## config.mk

```make
export PLATFORM = sky130hd
export DESIGN_NAME = pe_mac_pipe
export DESIGN_NICKNAME = d
export VERILOG_FILES = /design/src/rtl/pe_pkg.sv /design/src/rtl/pe_sat_adder.sv /design/src/rtl/pe_mac_pipe.sv
export SDC_FILE = /design/constraint.sdc
export NUM_CORES = 1
export LEC_CHECK = 0
export ABC_AREA = 1
export CORE_UTILIZATION = 35
export CTS_CLUSTER_DIAMETER = 60
export DETAILED_ROUTE_END_ITERATION = 8
export PLACE_DENSITY_LB_ADDON = 0.12
export SETUP_SLACK_MARGIN = 0.05
export SKIP_LAST_GASP = 1
export SLEW_MARGIN = 25
export SYNTH_ARGS = -nofsm -noshare
export SYNTH_HDL_FRONTEND = slang
export SYNTH_SLANG_ARGS = --single-unit
```

## constraint.sdc

```tcl
create_clock -name pe_clk -period 10.7 [get_ports pe_clk]
set_input_delay 1.07 -clock pe_clk [delete_from_list [all_inputs] [get_ports pe_clk]]
set_output_delay 1.07 -clock pe_clk [all_outputs]
set_load 0.1 [all_outputs]
```

## src/rtl/pe_pkg.sv

```systemverilog
// Shared types and arithmetic helpers for the processing-element family.
// Combinational only; no latency and no backpressure.
package pe_pkg;

    localparam int SAT_W = 64;

    typedef logic signed [SAT_W-1:0] wide_t;

    typedef struct packed {
        logic  sat;
        wide_t sum;
    } sat_res_t;

    typedef enum logic {
        NO_WEIGHT = 1'b0,
        ARMED     = 1'b1
    } wstate_e;

    function automatic int pe_lat(input int mul_pipe);
        return 1 + mul_pipe;
    endfunction

    function automatic wide_t acc_max(input int bits);
        return (wide_t'(1) <<< (bits - 1)) - wide_t'(1);
    endfunction

    function automatic wide_t acc_min(input int bits);
        return -(wide_t'(1) <<< (bits - 1));
    endfunction

    // Operands arrive already sign-extended; result range is clamped to a bits-wide signed value.
    function automatic sat_res_t sat_add(input wide_t a, input wide_t b, input int bits,
                                         input logic clamp_en);
        sat_res_t r;
        wide_t    s;
        s     = a + b;
        r.sat = 1'b0;
        r.sum = s;
        if (clamp_en) begin
            if (s > acc_max(bits)) begin
                r.sum = acc_max(bits);
                r.sat = 1'b1;
            end else if (s < acc_min(bits)) begin
                r.sum = acc_min(bits);
                r.sat = 1'b1;
            end
        end
        return r;
    endfunction

endpackage

```

## src/rtl/pe_sat_adder.sv

```systemverilog
// Sign-extending adder with signed clamp to ACC_BITS; combinational, zero latency.
// No backpressure; sat_o only asserts when clamping is enabled and taken.
module pe_sat_adder
    import pe_pkg::*;
#(
    parameter int ACC_BITS  = 20,
    parameter int PROD_BITS = 16
) (
    input  logic signed [PROD_BITS-1:0] prod_i,
    input  logic signed [ACC_BITS-1:0]  psum_i,
    input  logic                        sat_en_i,
    output logic signed [ACC_BITS-1:0]  sum_o,
    output logic                        sat_o
);

    sat_res_t res;
    logic     unused_hi;

    // Sign extension to the wide helper type keeps the ACC_BITS+1 sum exact before clamping.
    always_comb begin
        res = sat_add(wide_t'(prod_i), wide_t'(psum_i), ACC_BITS, sat_en_i);
    end

    assign sum_o     = res.sum[ACC_BITS-1:0];
    assign sat_o     = res.sat;
    assign unused_hi = ^res.sum[SAT_W-1:ACC_BITS];

endmodule

```

## src/rtl/pe_mac_pipe.sv

```systemverilog
// Weight-stationary MAC PE: psum + act*weight, saturated; latency LAT = 1 + MUL_PIPE.
// No backpressure: en low freezes every register, including weight chain and sat flag.
module pe_mac_pipe
    import pe_pkg::*;
#(
    parameter int ELEMENT_BITS = 8,
    parameter int ACC_BITS     = 20,
    parameter int MUL_PIPE     = 1
) (
    input  logic                    pe_clk,
    input  logic                    reset,
    input  logic                    en,
    input  logic                    weight_load,
    input  logic [ELEMENT_BITS-1:0] weight_in,
    output logic [ELEMENT_BITS-1:0] weight_out,
    input  logic                    in_valid,
    input  logic [ELEMENT_BITS-1:0] input_next_pe,
    input  logic [ACC_BITS-1:0]     input_last_pe,
    output logic [ELEMENT_BITS-1:0] output_last_pe,
    output logic [ACC_BITS-1:0]     output_next_pe,
    output logic                    out_valid,
    input  logic                    clr_flags,
    output logic                    sat_flag
);

    localparam int LAT       = pe_lat(MUL_PIPE);
    localparam int PROD_BITS = 2 * ELEMENT_BITS;

    wstate_e                 wstate_q, wstate_d;
    logic [ELEMENT_BITS-1:0] weight_q, weight_d;

    always_ff @(posedge pe_clk or posedge reset) begin
        if (reset) begin
            wstate_q <= NO_WEIGHT;
            weight_q <= '0;
        end else begin
            wstate_q <= wstate_d;
            weight_q <= weight_d;
        end
    end

    always_comb begin
        wstate_d = wstate_q;
        weight_d = weight_q;
        if (en && weight_load) begin
            wstate_d = ARMED;
            weight_d = weight_in;
        end
    end

    assign weight_out = weight_q;

    // Uses the pre-load weight, so a sample arriving with weight_load sees the old value.
    // Invalid samples also get a zero product, which lets psum pass through untouched.
    logic signed [PROD_BITS-1:0] prod_c;

    always_comb begin
        prod_c = '0;
        if (wstate_q == ARMED && in_valid) begin
            prod_c = PROD_BITS'($signed(input_next_pe)) * PROD_BITS'($signed(weight_q));
        end
    end

    logic signed [PROD_BITS-1:0] add_prod;
    logic signed [ACC_BITS-1:0]  add_psum;
    logic [ELEMENT_BITS-1:0]     add_act;
    logic                        add_vld;

    generate
        if (LAT == 2) begin : g_mul_pipe
            logic [PROD_BITS-1:0]    s1_prod_q;
            logic [ACC_BITS-1:0]     s1_psum_q;
            logic [ELEMENT_BITS-1:0] s1_act_q;
            logic                    s1_vld_q;

            always_ff @(posedge pe_clk or posedge reset) begin
                if (reset) begin
                    s1_prod_q <= '0;
                    s1_psum_q <= '0;
                    s1_act_q  <= '0;
                    s1_vld_q  <= 1'b0;
                end else if (en) begin
                    s1_prod_q <= prod_c;
                    s1_psum_q <= input_last_pe;
                    s1_act_q  <= input_next_pe;
                    s1_vld_q  <= in_valid;
                end
            end

            assign add_prod = s1_prod_q;
            assign add_psum = s1_psum_q;
            assign add_act  = s1_act_q;
            assign add_vld  = s1_vld_q;
        end else begin : g_no_pipe
            assign add_prod = prod_c;
            assign add_psum = input_last_pe;
            assign add_act  = input_next_pe;
            assign add_vld  = in_valid;
        end
    endgenerate

    logic signed [ACC_BITS-1:0] sum_c;
    logic                       sat_c;

    pe_sat_adder #(
        .ACC_BITS (ACC_BITS),
        .PROD_BITS(PROD_BITS)
    ) u_sat_adder (
        .prod_i  (add_prod),
        .psum_i  (add_psum),
        .sat_en_i(add_vld),
        .sum_o   (sum_c),
        .sat_o   (sat_c)
    );

    logic [ELEMENT_BITS-1:0] act_q;
    logic [ACC_BITS-1:0]     sum_q;
    logic                    vld_q;
    logic                    sat_q, sat_d;

    // A clamp in the same cycle as clr_flags keeps the flag set.
    always_comb begin
        sat_d = sat_q;
        if (sat_c) begin
            sat_d = 1'b1;
        end else if (clr_flags) begin
            sat_d = 1'b0;
        end
    end

    always_ff @(posedge pe_clk or posedge reset) begin
        if (reset) begin
            act_q <= '0;
            sum_q <= '0;
            vld_q <= 1'b0;
            sat_q <= 1'b0;
        end else if (en) begin
            act_q <= add_act;
            sum_q <= sum_c;
            vld_q <= add_vld;
            sat_q <= sat_d;
        end
    end

    assign output_last_pe = act_q;
    assign output_next_pe = sum_q;
    assign out_valid      = vld_q;
    assign sat_flag       = sat_q;

endmodule

```

After elaboration in Yosys (flattened, before gate mapping)
Index checks and enable logic that the tools add are counted.
- $add $sub $neg: 1
- multipliers: 1
- $lt $le $gt $ge: 2
- mux-type cells: 6
- reduce and logical (&&, ||, !) cells: 4
- operators by type and width (kind ; count):
    65-bit two-way mux ; 3
    64-bit by 20-bit > comparator with 1-bit output (second input constant) ; 1
    64-bit by 20-bit < comparator with 1-bit output (second input constant) ; 1
    16-bit by 20-bit adder with 21-bit output ; 1
    8-bit by 8-bit multiplier with 16-bit output ; 1
    16-bit two-way mux ; 1
    1-bit logical AND ; 2
    1-bit two-way mux ; 2
    2-bit AND reduction ; 1
    2-bit nonzero test ; 1
- register bits: 84
- input port bits: 42
- logic and storage cells: 24

Logic depth before layout (Yosys ltp)
Gate-level depths: netlist of the first run.
- depth after elaboration: 7
- gate-level depth with buffers: 22

Modules after synthesis
Synthesis of the first run repeated with hierarchy kept, for this count alone.
- cell total of the unflattened synthesis: 981
- area, all modules: 7375.8 um^2
- by module, submodules not included (module ; times used ; cells each ; area an instance (um^2) ; sequential area each (um^2)):
    pe_mac_pipe ; 1 ; 713 ; 5839.4 ; 2102.0
    pe_sat_adder ; 1 ; 268 ; 1536.5 ; 0.0

Worst setup path after synthesis of the first run
OpenSTA, ideal clock, no wires.
- path kind: reg-to-reg
- start point: reg weight_q[7], in the netlist weight_out[7]
- end point: reg g_mul_pipe.s1_prod_q[14], in the netlist add_prod[14]
- arrival: 5.045 ns
- required time: 10.582 ns
- slack: 5.537 ns
- cell stages (with the launch flop): 19
- buffers on the path: 0
- clock period less this slack: 5.163 ns
- path through: dfrtp_1 clkinv_1 or2_2 fa_1 fa_1 inv_1 fa_1 inv_1 fa_1 inv_1 ha_1 nand3_1 nand2_1 nand4_1 nand2_1 a31oi_1 or2_2 nand3_1 nand2_1
- longest elaborated chain between the ends: 2
- RTL lines (what ; line ; RTL):
    start: declaration ; pe_mac_pipe.sv:30 ; logic [ELEMENT_BITS-1:0] weight_q, weight_d;
    start signal: assignment ; pe_mac_pipe.sv:38 ; weight_q <= weight_d;
    8-bit by 8-bit multiplier with 16-bit output ; pe_mac_pipe.sv:60 ; prod_c = PROD_BITS'($signed(input_next_pe)) * PROD_BITS'($signed(weight_q));
    16-bit two-way mux ; pe_mac_pipe.sv:59 ; if (wstate_q == ARMED && in_valid) begin
    end signal: assignment ; pe_mac_pipe.sv:83 ; s1_prod_q <= prod_c;
    end: declaration ; pe_mac_pipe.sv:71 ; logic [PROD_BITS-1:0] s1_prod_q;
Every way passes these cells.
A chain may end at the register's enable or synchronous reset.

Worst setup path after layout of the first run
- start point: in input_next_pe[7]
- end point: reg g_mul_pipe.s1_prod_q[14], in the netlist add_prod[14]
- longest elaborated chain between the ends: 2
- RTL lines (what ; line ; RTL):
    start: declaration ; pe_mac_pipe.sv:17 ; input logic [ELEMENT_BITS-1:0] input_next_pe,
    8-bit by 8-bit multiplier with 16-bit output ; pe_mac_pipe.sv:60 ;
    16-bit two-way mux ; pe_mac_pipe.sv:59 ;
Every way passes these cells.

==> results.txt, run 1 <==
The largest voltage drop on the vdd net came out at 169.5 uV. The required time of the worst setup path is 10,930 ps. The worst setup path is captured at a flop.

The post-CTS setup-driven buffer insertion count is 0. The wire length of the first global-routing pass is 28,750 um. In this run the core area contains 52 standard-cell rows. The mean instance size in the synthesized netlist came out at 7.853 sq um. The transition at the pin with the smallest max-transition slack is 986.5 ps. The total wirelength of the detailed-routed design is 16,200 um. After routing the design area is 8582 sq um. The buffer type at the clock tree root is sky130_fd_sc_hd__clkbuf_16. The final-report hold violation count came out at 0.

The repair_antennas step left the layout with diodes totalling 0. The clock sink total is 84. The floorplan step set the die width to 146.4 um. Power comes to 2.499 mW. The final critical path time including I/O delays and setup came out at 5296 ps. The net count of the finished layout is 1,139. Port buffering added 79 buffers. The count of different cell masters after synthesis is 43.

Once the clock tree was built, the resizer swapped 0 gates to a different size. The initial core utilization is 0.3583. The via count of the first global-routing pass came to 5,783. In this run the deepest clock path goes through 2 buffers. The number of antenna violations at the first check in global routing is 0. The share of total power dissipated in combinational logic is 0.694. The clock transition at the registers of the reported paths is 60 ps. The critical path goes through clkdlybuf4s50_1 > nand2_1 > inv_1 > fa_1 > inv_1 > fa_1 > inv_1 > fa_1 > inv_1 > fa_1 > inv_1 > ha_1 > nand2_1 > o21a_1 > nand2_1 > a31oi_1 > or2_2 > nand3_1 > nand2_1.

The post-synthesis async set-or-reset flop share is 1.000. OpenSTA, run right after detailed placement, puts the worst setup slack at 5026 ps. The half-perimeter wire length of the detailed placement result came out at 12,950 um. The total count of max-transition violations in the final report was 0. After synthesis, the largest family of logic cells by area is adder cells.

The congestion estimate from routability-driven global placement came to 0.8123. The power density normalized to cell area came out at 291.1 nW/um^2. The vertical die dimension is 146.4 um.

The share of synthesized cell area in full adder, half adder and majority cells is 0.2377. The switching power of the nets came out at 1.329 mW. Of the available clock period, the critical path in the final layout requires 0.4949. In this run the worst path has a maximum fanout of 9. The first TritonRoute pass finished after 4 iterations. The total cell area at the placement stage came out at 8289 sq um. Across all setup checks in the final design, the least slack found is 5404 ps. The standard cell core area came out at 20,360 sq um.

The routed layout has 5,659 vias. Setup repair after global routing left no endpoint under its margin. After detailed routing, the number of vias per cell comes to 4.470. Sorting the synthesized cells by area gives the leading types as sky130_fd_sc_hd__dfrtp_1, sky130_fd_sc_hd__fa_1, sky130_fd_sc_hd__nand2_1. The cell area after synthesis is 7296 sq um. Setup violations remaining at the end of the flow were counted as 0. The number of warnings printed during yosys synthesis came out at 0.

The switching share of power is 0.5320. Max-cap violations in this run came to 0. The total I/O pin count is 80. The run finished with clean final reports. The internal power of the cells totals 1.169 mW. Of the total power, registers draw 0.181. The hold-fix buffer count after cts is 0. The leakage component of the power came out at 4.631 nW. Measured against its own limit, the worst slew margin works out to 0.3402. The number of nets produced by synthesis is 1,076. The portion of netlist area occupied by mux cells came out at 0.01080. On the critical path, the stage with the largest delay is an instance of sky130_fd_sc_hd__clkdlybuf4s50_1.

The full die area is 21,430 sq um. The highest attainable clock frequency came out at 188.8 MHz. Of the cells placed in the final design, the portion with a size suffix greater than 1 is 0.07731. The number of nets with antenna violations after detailed routing came out at 0. The largest single stage delay on the critical path is 560 ps.

The register bit total from synthesis is 84. The clock tree synthesis step divided the H-tree into 3 levels. The compound-cell area share of the yosys netlist is 0.09621. The setup skew after layout came out at 8.017 ps. Entering global routing, the biggest net connects 64 pins.

The type of the setup path with the least slack is in -> reg. The summed negative setup slack over all endpoints is 0 ps. From synthesis to final layout, the design area changed by 17.63%. The number of buffers added by the clock tree synthesis step is 9. The data arrival time of the critical path is 5520 ps. The overflow left after global routing came out at 0. The XOR/XNOR share of the synthesized area came out at 0.02281. Sorting the synthesized cells by how often they occur yields sky130_fd_sc_hd__nand2_1, sky130_fd_sc_hd__inv_1, sky130_fd_sc_hd__dfrtp_1. The startpoint class of the critical path is a primary input. Of the synthesized area, sequential elements account for 0.2881. Dividing the detail-routed wire length by the instance count gives 12.79 um. Among all flip-flop cells after synthesis, the most frequent one is sky130_fd_sc_hd__dfrtp_1. The most frequent cell after synthesis is sky130_fd_sc_hd__nand2_1. The biggest area contributor in the post-synthesis netlist is sky130_fd_sc_hd__dfrtp_1.

The worst-skew pair later-pin latency is 340 ps. The worst hold path belongs to the class reg -> reg. The synthesized design contains 0 enable-type register cells. After technology mapping, the gate count stands at 929. By instance count, the cell type seen most on the critical path is sky130_fd_sc_hd__inv_1. The DRC violation total after the first TritonRoute iteration is 169.

The relative contribution of the clock network to total power came out at 0.125. The overall fraction of global-route tracks in use came out at 0.1669. The post-synthesis simple-gate area fraction is 0.2219. The share of synthesized area in the top cell type comes to 0.2881. TritonCTS built the clock tree.

The final routed DRC violation total came out at 0.
-- per-stage QoR --
step	instances	utilization	hold WS [ps]
final	1266	0.4214	460.4
after global placement	1251	0.4070	436.8
after CTS	1266	0.4214	461.6
after global routing	1266	0.4214	492.2
after detailed placement	1251	0.4070	445.3
after floorplan	929	-	422.9
-- layer usage --
| metal | vias up | GRT usage | part of all wire |
|---|---|---|---|
| met3 | 8 | 0.02563 | 0.030 |
| met4 | 0 | 0.03750 | 0.0080 |
| li1 | 2928 | - | - |
| met1 | 2644 | 0.2347 | 0.51 |
| met2 | 79 | 0.2702 | 0.45 |
| met5 | - | 0 | 0 |
-- registers in the layout, summed over array words and instances (netlist names), 8 cells and up --
name and count:
add_act 8, output_last_pe 8, weight_out 8, add_prod 16, output_next_pe 20, add_psum 20
-- worst max-delay path, delay by kind of cell --
kind,cells,cell delay [ps]
buf+inv,6,940
compound gates,2,280
simple gates,6,760
fa+ha+maj,5,2480
-- cells in the final DEF, fill, tap and decap left out, types with 6 or more instances in the layout --
cell type / instances
sky130_fd_sc_hd__xnor2_1: 9
sky130_fd_sc_hd__clkbuf_16: 9
sky130_fd_sc_hd__a21oi_4: 10
sky130_fd_sc_hd__clkdlybuf4s50_1: 78
sky130_fd_sc_hd__nor2_1: 50
sky130_fd_sc_hd__nand2_1: 283
sky130_fd_sc_hd__o21bai_1: 6
sky130_fd_sc_hd__o21ai_0: 31
sky130_fd_sc_hd__mux2_2: 7
sky130_fd_sc_hd__dfrtp_1: 84
sky130_fd_sc_hd__nand3_1: 16
sky130_fd_sc_hd__nand2_2: 8
sky130_fd_sc_hd__a21oi_2: 9
sky130_fd_sc_hd__xor2_1: 10
sky130_fd_sc_hd__inv_1: 189
sky130_fd_sc_hd__fa_1: 56
sky130_fd_sc_hd__a21oi_1: 30
sky130_fd_sc_hd__ha_1: 49
sky130_fd_sc_hd__nand4_1: 9
-- cells by family after synthesis --
group                      count (synthesis)
AOI/OAI and AO/OA                        100
and+or+nand+nor                          388
adders and majority gates                105
xor gates and xnor gates                  19
buffers and inverters                    226
muxes                                      7
DFF                                       84
-- power groups by stage --
stage | sequential [mW] | clock, mW | combinational [mW]
floorplan | 0.777 | 0 | 1.08
global placement | 0.458 | 0 | 1.75
detailed placement | 0.459 | 0 | 1.75
CTS | 0.454 | 0.325 | 1.76
global route | 0.465 | 0.337 | 2.00
finish | 0.452 | 0.313 | 1.73
-- worst paths after layout --
check | start | end | slack (ps) | depth (start not counted)
min reg2reg | wstate_q | wstate_q | 460 | 2
min in group asynchronous | reset | output_last_pe[3] | 1070 | 2
max in group asynchronous | reset | add_psum[8] | 8520 | 3
max reg2reg | weight_out[7] | add_prod[13] | 6030 | 16
max | input_next_pe[7] | add_prod[14] | 5400 | 19
min | wstate_q | wstate_q | 460 | 2
-- layout make-up --
| class | count | area, sq um |
|---|---|---|
| clock buffer | 11 | 242.7 |
| fill | 2131 | 11780 |
| multi-input combinational | 619 | 4300 |
| sequential | 84 | 2102 |
| timing repair buffer | 83 | 815.8 |
| clock inverter | 4 | 50.05 |
| inverter | 195 | 733.2 |
| tap | 270 | 337.8 |
(Power assumes the default switching activity.)
==> run 2, diff against run 1 <==
Clock period 10.7 ns to 4.3 ns, I/O delays scaled along.
==> results.txt, run 2 (synthesis results as in run 1) <==
The run finished with clean final reports. The summed negative setup slack over all endpoints came out at 0 ps (unchanged). The clock sink total came to 84 (unchanged). The startpoint identified for the worst register-to-register timing path is weight_out[7]. The final-report hold violation count came out at 0 (unchanged). The leakage component of the power was 4.920 nW (+6.2%). The power density normalized to cell area came out at 790.8 nW/um^2 (+170%). The number of nets with antenna violations after detailed routing came out at 0 (unchanged). The largest net degree at the start of global routing came out at 62 (-3.1%).

The worst-skew pair later-pin latency came out at 350 ps (about the same). The overall fraction of global-route tracks in use came out at 0.1716 (+0.004678). The required time of the worst setup path is 4540 ps (-6390 ps). The maximum level of the CTS H-tree came out at 3 (unchanged). The share of the cycle needed by the critical path after routing came out at 0.9418.

The total I/O pin count is 80 (unchanged). The library cell used most frequently in the layout, excluding fill and tap cells, is sky130_fd_sc_hd__nand2_1. The standard cell core area came out at 20,360 sq um (unchanged).

The antenna diode count came out at 0 (unchanged). The transition at the pin with the smallest max-transition slack came out at 980.7 ps (-5.866 ps). Setup repair after global routing could not meet its margin everywhere.

The global routing met3 resource utilization came to 0.02875 (+0.003125). The global-route track usage on met1 is 0.2482 (+0.01342). The worst setup path is launched from a flop. The largest fanout on the critical path was 9 (unchanged). The full die area is 21,430 sq um (unchanged). The number of buffers added by the clock tree synthesis step is 9 (unchanged).

The wire length of the first global-routing pass is 29,100 um (+1.2%). The combined buffer and inverter count along the critical path came to 4 (-2). The number of antenna violations at the first check in global routing is 0 (unchanged).

The initial core utilization came out at 0.3583 (unchanged). The vertical die dimension came out at 146.4 um (unchanged). The share of final-layout standard cells stronger than drive strength 1 is 0.1508 (+0.07351). The half-perimeter wire length of the detailed placement result is 13,400 um (+3.5%). The final routed DRC violation total came out at 0 (unchanged).

The total count of max-transition violations in the final report is 0 (unchanged). Timing would allow up to 246.9 MHz. The number of input and output port buffers inserted is 79 (unchanged). The total number of vias was 5,909 (+4.4%). The clock transition at the registers of the reported paths is 70 ps (about the same).

The overflow left after global routing came to 0 (unchanged). TritonCTS built the clock tree. The DRC violation total after the first TritonRoute iteration is 248 (+47%). In the layout the commonest cells are sky130_fd_sc_hd__nand2_1, sky130_fd_sc_hd__inv_1, sky130_fd_sc_hd__dfrtp_1. The x dimension of the die is 146.4 um (unchanged). The maximum clock insertion buffer count came out at 2 (unchanged).

The internal reg-to-reg setup slack is 250 ps (-5780 ps). The largest incremental delay on the critical path is 490 ps (-70 ps). The largest voltage drop on the vdd net is 613.6 uV (+260%). The kind of cell with the highest combined delay along the critical path is adder cells. The tree is rooted in a sky130_fd_sc_hd__clkbuf_16. The slowest cell on the critical path is sky130_fd_sc_hd__fa_1. STA classifies the critical path endpoint as a flop. The worst setup path is of the reg -> reg kind.

The final critical path time including I/O delays and setup is 4050 ps. The via count of the first global-routing pass is 5,962 (+3.1%). The detailed-route wire length per cell came to 12.72 um (-0.56%).

The area growth from synthesis to layout came out at 24.56%. The total power came out at 7.186 mW (+190%). The final setup violation count is 0 (unchanged). The path class of the tightest hold or removal check is in -> async.

The total number of nets in the final design came out at 1,183 (+3.9%). The most used cell along the critical path is sky130_fd_sc_hd__fa_1. The row count came out at 52 (unchanged). The number of detailed-route iterations in the first pass is 5 (+1). The number of cells on the worst reg-to-reg path is 18 (+2). The final weighted congestion in routability-driven placement was 0.8850 (+8.9%).

met2 is the most crowded layer. The met2 usage in global routing is 0.2648 (-0.005476). The data arrival time of the critical path is 4290 ps (-1230 ps). The total wirelength of the detailed-routed design is 16,680 um (+3.0%). The number of max-cap violations is 0 (unchanged). The terminus of the critical flop-to-flop path is add_prod[14]. The tightest slew margin relative to the limit is 0.3442 (+0.003923). The post-detailed-route via-to-cell ratio is 4.507 (+0.83%). Walking the worst path, the cells encountered are clkinv_4 > or2_4 > fa_1 > fa_1 > inv_1 > fa_1 > inv_1 > fa_1 > inv_2 > ha_4 > nand3_1 > nand2_2 > nand4_1 > nand2_2 > a31oi_2 > or2_4 > nand3_2 > nand2_1.

The hold-fix buffer count after cts came out at 0 (unchanged). The setup skew after layout came out at 5.699 ps (-2.318 ps).
[run 2: power by group]
group / internal, mW / leakage [nW] / switching [mW]
registers: 0.988 / 1.00 / 0.141
logic: 2.13 / 3.78 / 3.14
clock network: 0.450 / 0.139 / 0.339
[run 2: cell type report]
class                           instances  area [sq um]
Multi-Input combinational cell        619          4429
Timing Repair Buffer                  127          1175
Tap cell                              270         337.8
Fill cell                            2144         11280
Sequential cell                        84          2112
Clock buffer                           10         229.0
Clock inverter                          6         63.81
Inverter                              195         740.7
[run 2: worst max-delay path by stage]
stage,start,endpoint,slack (ps),cells after the start
2_1_floorplan,weight_out[2],add_prod[14],40,19
3_3_place_gp,input_next_pe[6],add_prod[13],-290,16
3_5_place_dp,input_next_pe[6],add_prod[14],-330,20
4_1_cts,input_next_pe[6],add_prod[14],50,20
5_1_grt,weight_out[4],add_prod[13],30,18
6_report,weight_out[7],add_prod[14],250,18
[run 2: metrics by stage]
stage	utilization	area [sq um]	hold WS (ps)	setup slack [ps]	std cells
CTS	0.4422	9005	402.7	50.50	1306
floorplan	-	7477	422.9	36.53	929
detailed placement	0.4278	8712	444.3	-325.0	1290
finish	0.4462	9087	395.0	250.1	1311
global route	0.4462	9087	442.0	33.37	1311
global placement	0.4278	8712	437.5	-287.7	1290
[run 2: metal layers]
layer,wire [um],share of wire
met2,7370,0.44
met1,8664,0.52
met3,461,0.028
met5,0,0
met4,181,0.011
[run 2: timing repair]
item | in CTS | in global routing
endpoints found under the hold margin | 0 | 0
setup endpoints to repair | 0 | 7
setup buffers | 0 | 4
gates resized for setup | 0 | 18
==> run 3, diff against run 2 <==
Settings changed: ABC_AREA 1 to not set.
==> results.txt, run 3 <==
The power density normalized to cell area came out at 854.5 nW/um^2 (+8.1%). The worst register-to-register path begins at weight_out[4]. The largest voltage drop on the vdd net came out at 519.8 uV (-15%). The type of the worst min-delay path is in -> async. The flow ran to the end, and the final reports show no timing, DRC or antenna violations.

STA classifies the critical path startpoint as a flop. The standard cell core area is 18,960 sq um (-6.9%). The row count is 50 (-3.8%). The terminus of the critical flop-to-flop path is add_prod[15].

The worst setup path is captured at a flop. The register share of total power came out at 0.151 (-0.006). The highest attainable clock frequency came to 234.1 MHz (-5.2%). The post-detailed-route via-to-cell ratio came out at 4.815 (+6.8%).

The combined buffer and inverter count along the critical path came out at 4 (unchanged). In the synthesized netlist, the cells that appear most often are sky130_fd_sc_hd__inv_1, sky130_fd_sc_hd__dfrtp_1, sky130_fd_sc_hd__fa_1. The x dimension of the die came out at 141.8 um (-3.1%). The vertical die dimension is 141.8 um (-3.1%). The clock sink total is 84 (unchanged). The area growth from synthesis to layout came out at 30.60%. The setup slack after layout came out at 28.98 ps (-221.1 ps). The fraction of post-synthesis cell area in the top cell type by area is 0.3071 (+0.01901). The final cell utilization of the core came out at 0.4716 (+0.02531).

For this design, the slowest cell found on the critical path is sky130_fd_sc_hd__fa_1. The internal power was 4.073 mW (+14%). The number of standard cells after synthesis is 648 (-30%). The portion of total power attributed to combinational logic came out at 0.726 (-0.007). The most used flip-flop cell after synthesis is sky130_fd_sc_hd__dfrtp_1. The number of nets produced by synthesis is 795 (-26%). The final critical path time including I/O delays and setup came to 4271 ps (+221.1 ps). The number of input and output port buffers inserted came out at 79 (unchanged). The final cell count without fillers is 1,049 (-20%). The final-report hold violation count came out at 0 (unchanged). The register bit total from synthesis is 84 (unchanged). The final weighted congestion in routability-driven placement came out at 0.8498 (-4.0%).

The full die area is 20,120 sq um (-6.1%). The largest area contributor in the synthesized netlist is sky130_fd_sc_hd__dfrtp_1. The relative contribution of the clock network to total power is 0.123 (+0.013).

The final setup violation count came out at 0 (unchanged). The post-synthesis simple-gate area fraction was 0.1064 (-0.1155). The internal reg-to-reg setup slack is 30 ps (-220 ps). The clock tree from TritonCTS is yes.

The mean instance size in the synthesized netlist is 10.56 sq um (+34%). The sequential cell area fraction in the yosys report is 0.3071 (+0.01901). The required time of the worst setup path came out at 4530 ps (about the same). The post-synthesis async set-or-reset flop share is 1.000 (unchanged). The largest incremental delay on the critical path came to 540 ps (+50 ps). The number of flops mapped to enable cells by yosys came out at 0 (unchanged). The XOR/XNOR share of the synthesized area came out at 0.04333 (+0.02052). The dominant combinational cell family by area after synthesis is adder cells. Leaving out fill and tap cells, the most frequent cells in the layout are sky130_fd_sc_hd__inv_1, sky130_fd_sc_hd__dfrtp_1, sky130_fd_sc_hd__clkdlybuf4s50_1. The summed negative setup slack over all endpoints is 0 ps (unchanged). The data arrival time of the critical path is 4500 ps (+210 ps). The portion of netlist area occupied by mux cells came out at 0.07404 (+0.06324). The maximum level of the CTS H-tree came out at 3 (unchanged).

The number of detailed-route iterations in the first pass came out at 4 (-1). The number of buffers added by the clock tree synthesis step is 9 (unchanged). The largest net degree at the start of global routing is 58 (-6.5%). The number of nets with antenna violations after detailed routing is 0 (unchanged). By instance count, the leading cell after synthesis is sky130_fd_sc_hd__inv_1. The worst setup path is of the reg -> reg kind.

The detailed-route wire length per cell was 14.88 um (+17%). The via count of the first global-routing pass came to 5,588 (-6.3%). The total I/O pin count was 80 (unchanged). The maximum clock insertion buffer count is 2 (unchanged). The most used cell along the critical path is sky130_fd_sc_hd__fa_1. The total count of max-transition violations in the final report came out at 0 (unchanged). In the post-synthesis netlist, the biggest area contributors are sky130_fd_sc_hd__dfrtp_1, sky130_fd_sc_hd__fa_1, sky130_fd_sc_hd__ha_1. The DRC violation total after the first TritonRoute iteration came to 196 (-21%).

The tightest slew margin relative to the limit is 0.3274 (-0.01674). The worst hold slack came out at 481.3 ps (+86.26 ps). The total number of nets in the final design came to 931 (-21%).

The half-perimeter wire length of the detailed placement result is 12,160 um (-9.3%). The wire length of the first global-routing pass is 27,170 um (-6.7%). The setup skew after layout came out at 11.33 ps (+5.627 ps). The share of the cycle needed by the critical path after routing came out at 0.9933 (+0.05141). The total wirelength of the detailed-routed design is 15,610 um (-6.4%). The overflow left after global routing is 0 (unchanged). The compound-cell area share of the yosys netlist is 0.1495 (+0.05333).

The number of warnings printed during yosys synthesis came to 0 (unchanged). The number of placed instances, taps included came out at 1,017 (-21%). The most common cell after layout, fill and taps aside is sky130_fd_sc_hd__inv_1. The leakage component of the power is 4.061 nW (-17%). The count of different cell masters after synthesis is 68 (+58%). The number of cells on the worst reg-to-reg path is 16 (-2). The final routed DRC violation total came out at 0 (unchanged). The antenna diode count is 0 (unchanged). The number of antenna violations at the first check in global routing came to 0 (unchanged). The worst-skew pair later-pin latency came out at 350 ps (about the same). The switching power of the nets came out at 3.565 mW (-1.4%). The largest fanout on the critical path was 6 (-3). In this run the clock root is driven by a sky130_fd_sc_hd__clkbuf_16. The initial core utilization is 0.3611 (+0.002799). The transition at the pin with the smallest max-transition slack came out at 1006 ps (+25.02 ps). The overall fraction of global-route tracks in use was 0.1722 (+0.0006437). The hold-fix buffer count after cts was 0 (unchanged). The pre-CTS setup slack is -557.7 ps (-232.7 ps). The share of synthesized cell area in full adder, half adder and majority cells is 0.2534 (+0.01569).

The clock transition at the registers of the reported paths is 70 ps (about the same). Setup repair after global routing could not meet its margin everywhere. The share of final-layout standard cells stronger than drive strength 1 is 0.2611 (+0.1103). The number of max-cap violations came to 0 (unchanged). The switching share of power was 0.4668 (-0.03648).

The cell area after synthesis is 6844 sq um (-6.2%). The signal on the critical path passes through and2_4 > fa_1 > inv_2 > fa_1 > inv_1 > fa_1 > inv_2 > fa_1 > inv_2 > ha_4 > a2111oi_4 > nor3_2 > nand4_1 > a31oi_1 > xnor2_1 > a22o_1. The total number of vias was 5,051 (-15%). The cell family contributing the most delay on the critical path is adder cells.
-- run 3: cell count changes after synthesis, sizes merged, moves of 10 or more --
cell	previous run	this run
o21ai	34	12
mux2	7	45
a22o	3	13
clkbuf	20	9
and2	1	45
nand3	19	3
xnor2	9	25
inv	194	100
nand2	292	43
a22oi	0	17
nor2	58	13
-- run 3: metrics by stage --
step                      instance area, sq um  total power, mW
after global placement                    8427            6.587
after detailed placement                  8431            6.653
after CTS                                 8841            7.670
final                                     8939            7.638
after floorplan                           7047            5.250
after global routing                      8939            8.336
-- run 3: worst max path at each step --
stage | startpoint | to | slack (ps) | depth (start not counted)
finish | weight_out[4] | add_prod[15] | 30 | 16
global route | weight_out[4] | add_prod[15] | -110 | 16
CTS | input_next_pe[2] | add_prod[13] | 60 | 20
detailed placement | input_next_pe[7] | add_prod[15] | -560 | 18
global placement | input_next_pe[6] | add_prod[15] | -470 | 17
floorplan | weight_out[0] | add_prod[13] | 30 | 16
-- run 3: power by group through the flow --
stage	registers, mW	clock network (mW)	logic, mW
finish	1.16	0.938	5.54
global route	1.19	0.989	6.16
CTS	1.17	0.965	5.54
detailed placement	1.18	0	5.47
global placement	1.18	0	5.41
floorplan	1.96	0	3.29
-- run 3: area by class of cell --
type,instances,area [sq um]
Clock buffer,10,239.0
Clock inverter,6,116.4
Fill cell,1802,10020
Inverter,100,380.4
Multi-Input combinational cell,448,4508
Sequential cell,84,2112
Tap cell,260,325.3
Timing Repair Buffer,141,1257
-- run 3: cells by family (layout without fill, tap and decap cells) --
kind of cell | Yosys count | count (layout)
compound gates | 129 | 129
mux | 45 | 45
simple gates | 136 | 136
flops | 84 | 84
xor+xnor | 33 | 33
fa+ha+maj | 105 | 105
buf+inv | 116 | 257
-- run 3: timing repair --
item / CTS / global route
pin swaps: 22 / 16
setup endpoints to repair: 6 / 6
buffers inserted: 5 / 11
gates resized for setup: 15 / 7
-- run 3: metal layers --
layer,up-vias,track usage,share of wire
met2,69,0.3028,0.50
met1,2527,0.2214,0.46
li1,2446,-,-
met5,-,0,0
met3,9,0.02396,0.027
met4,0,0.04584,0.010
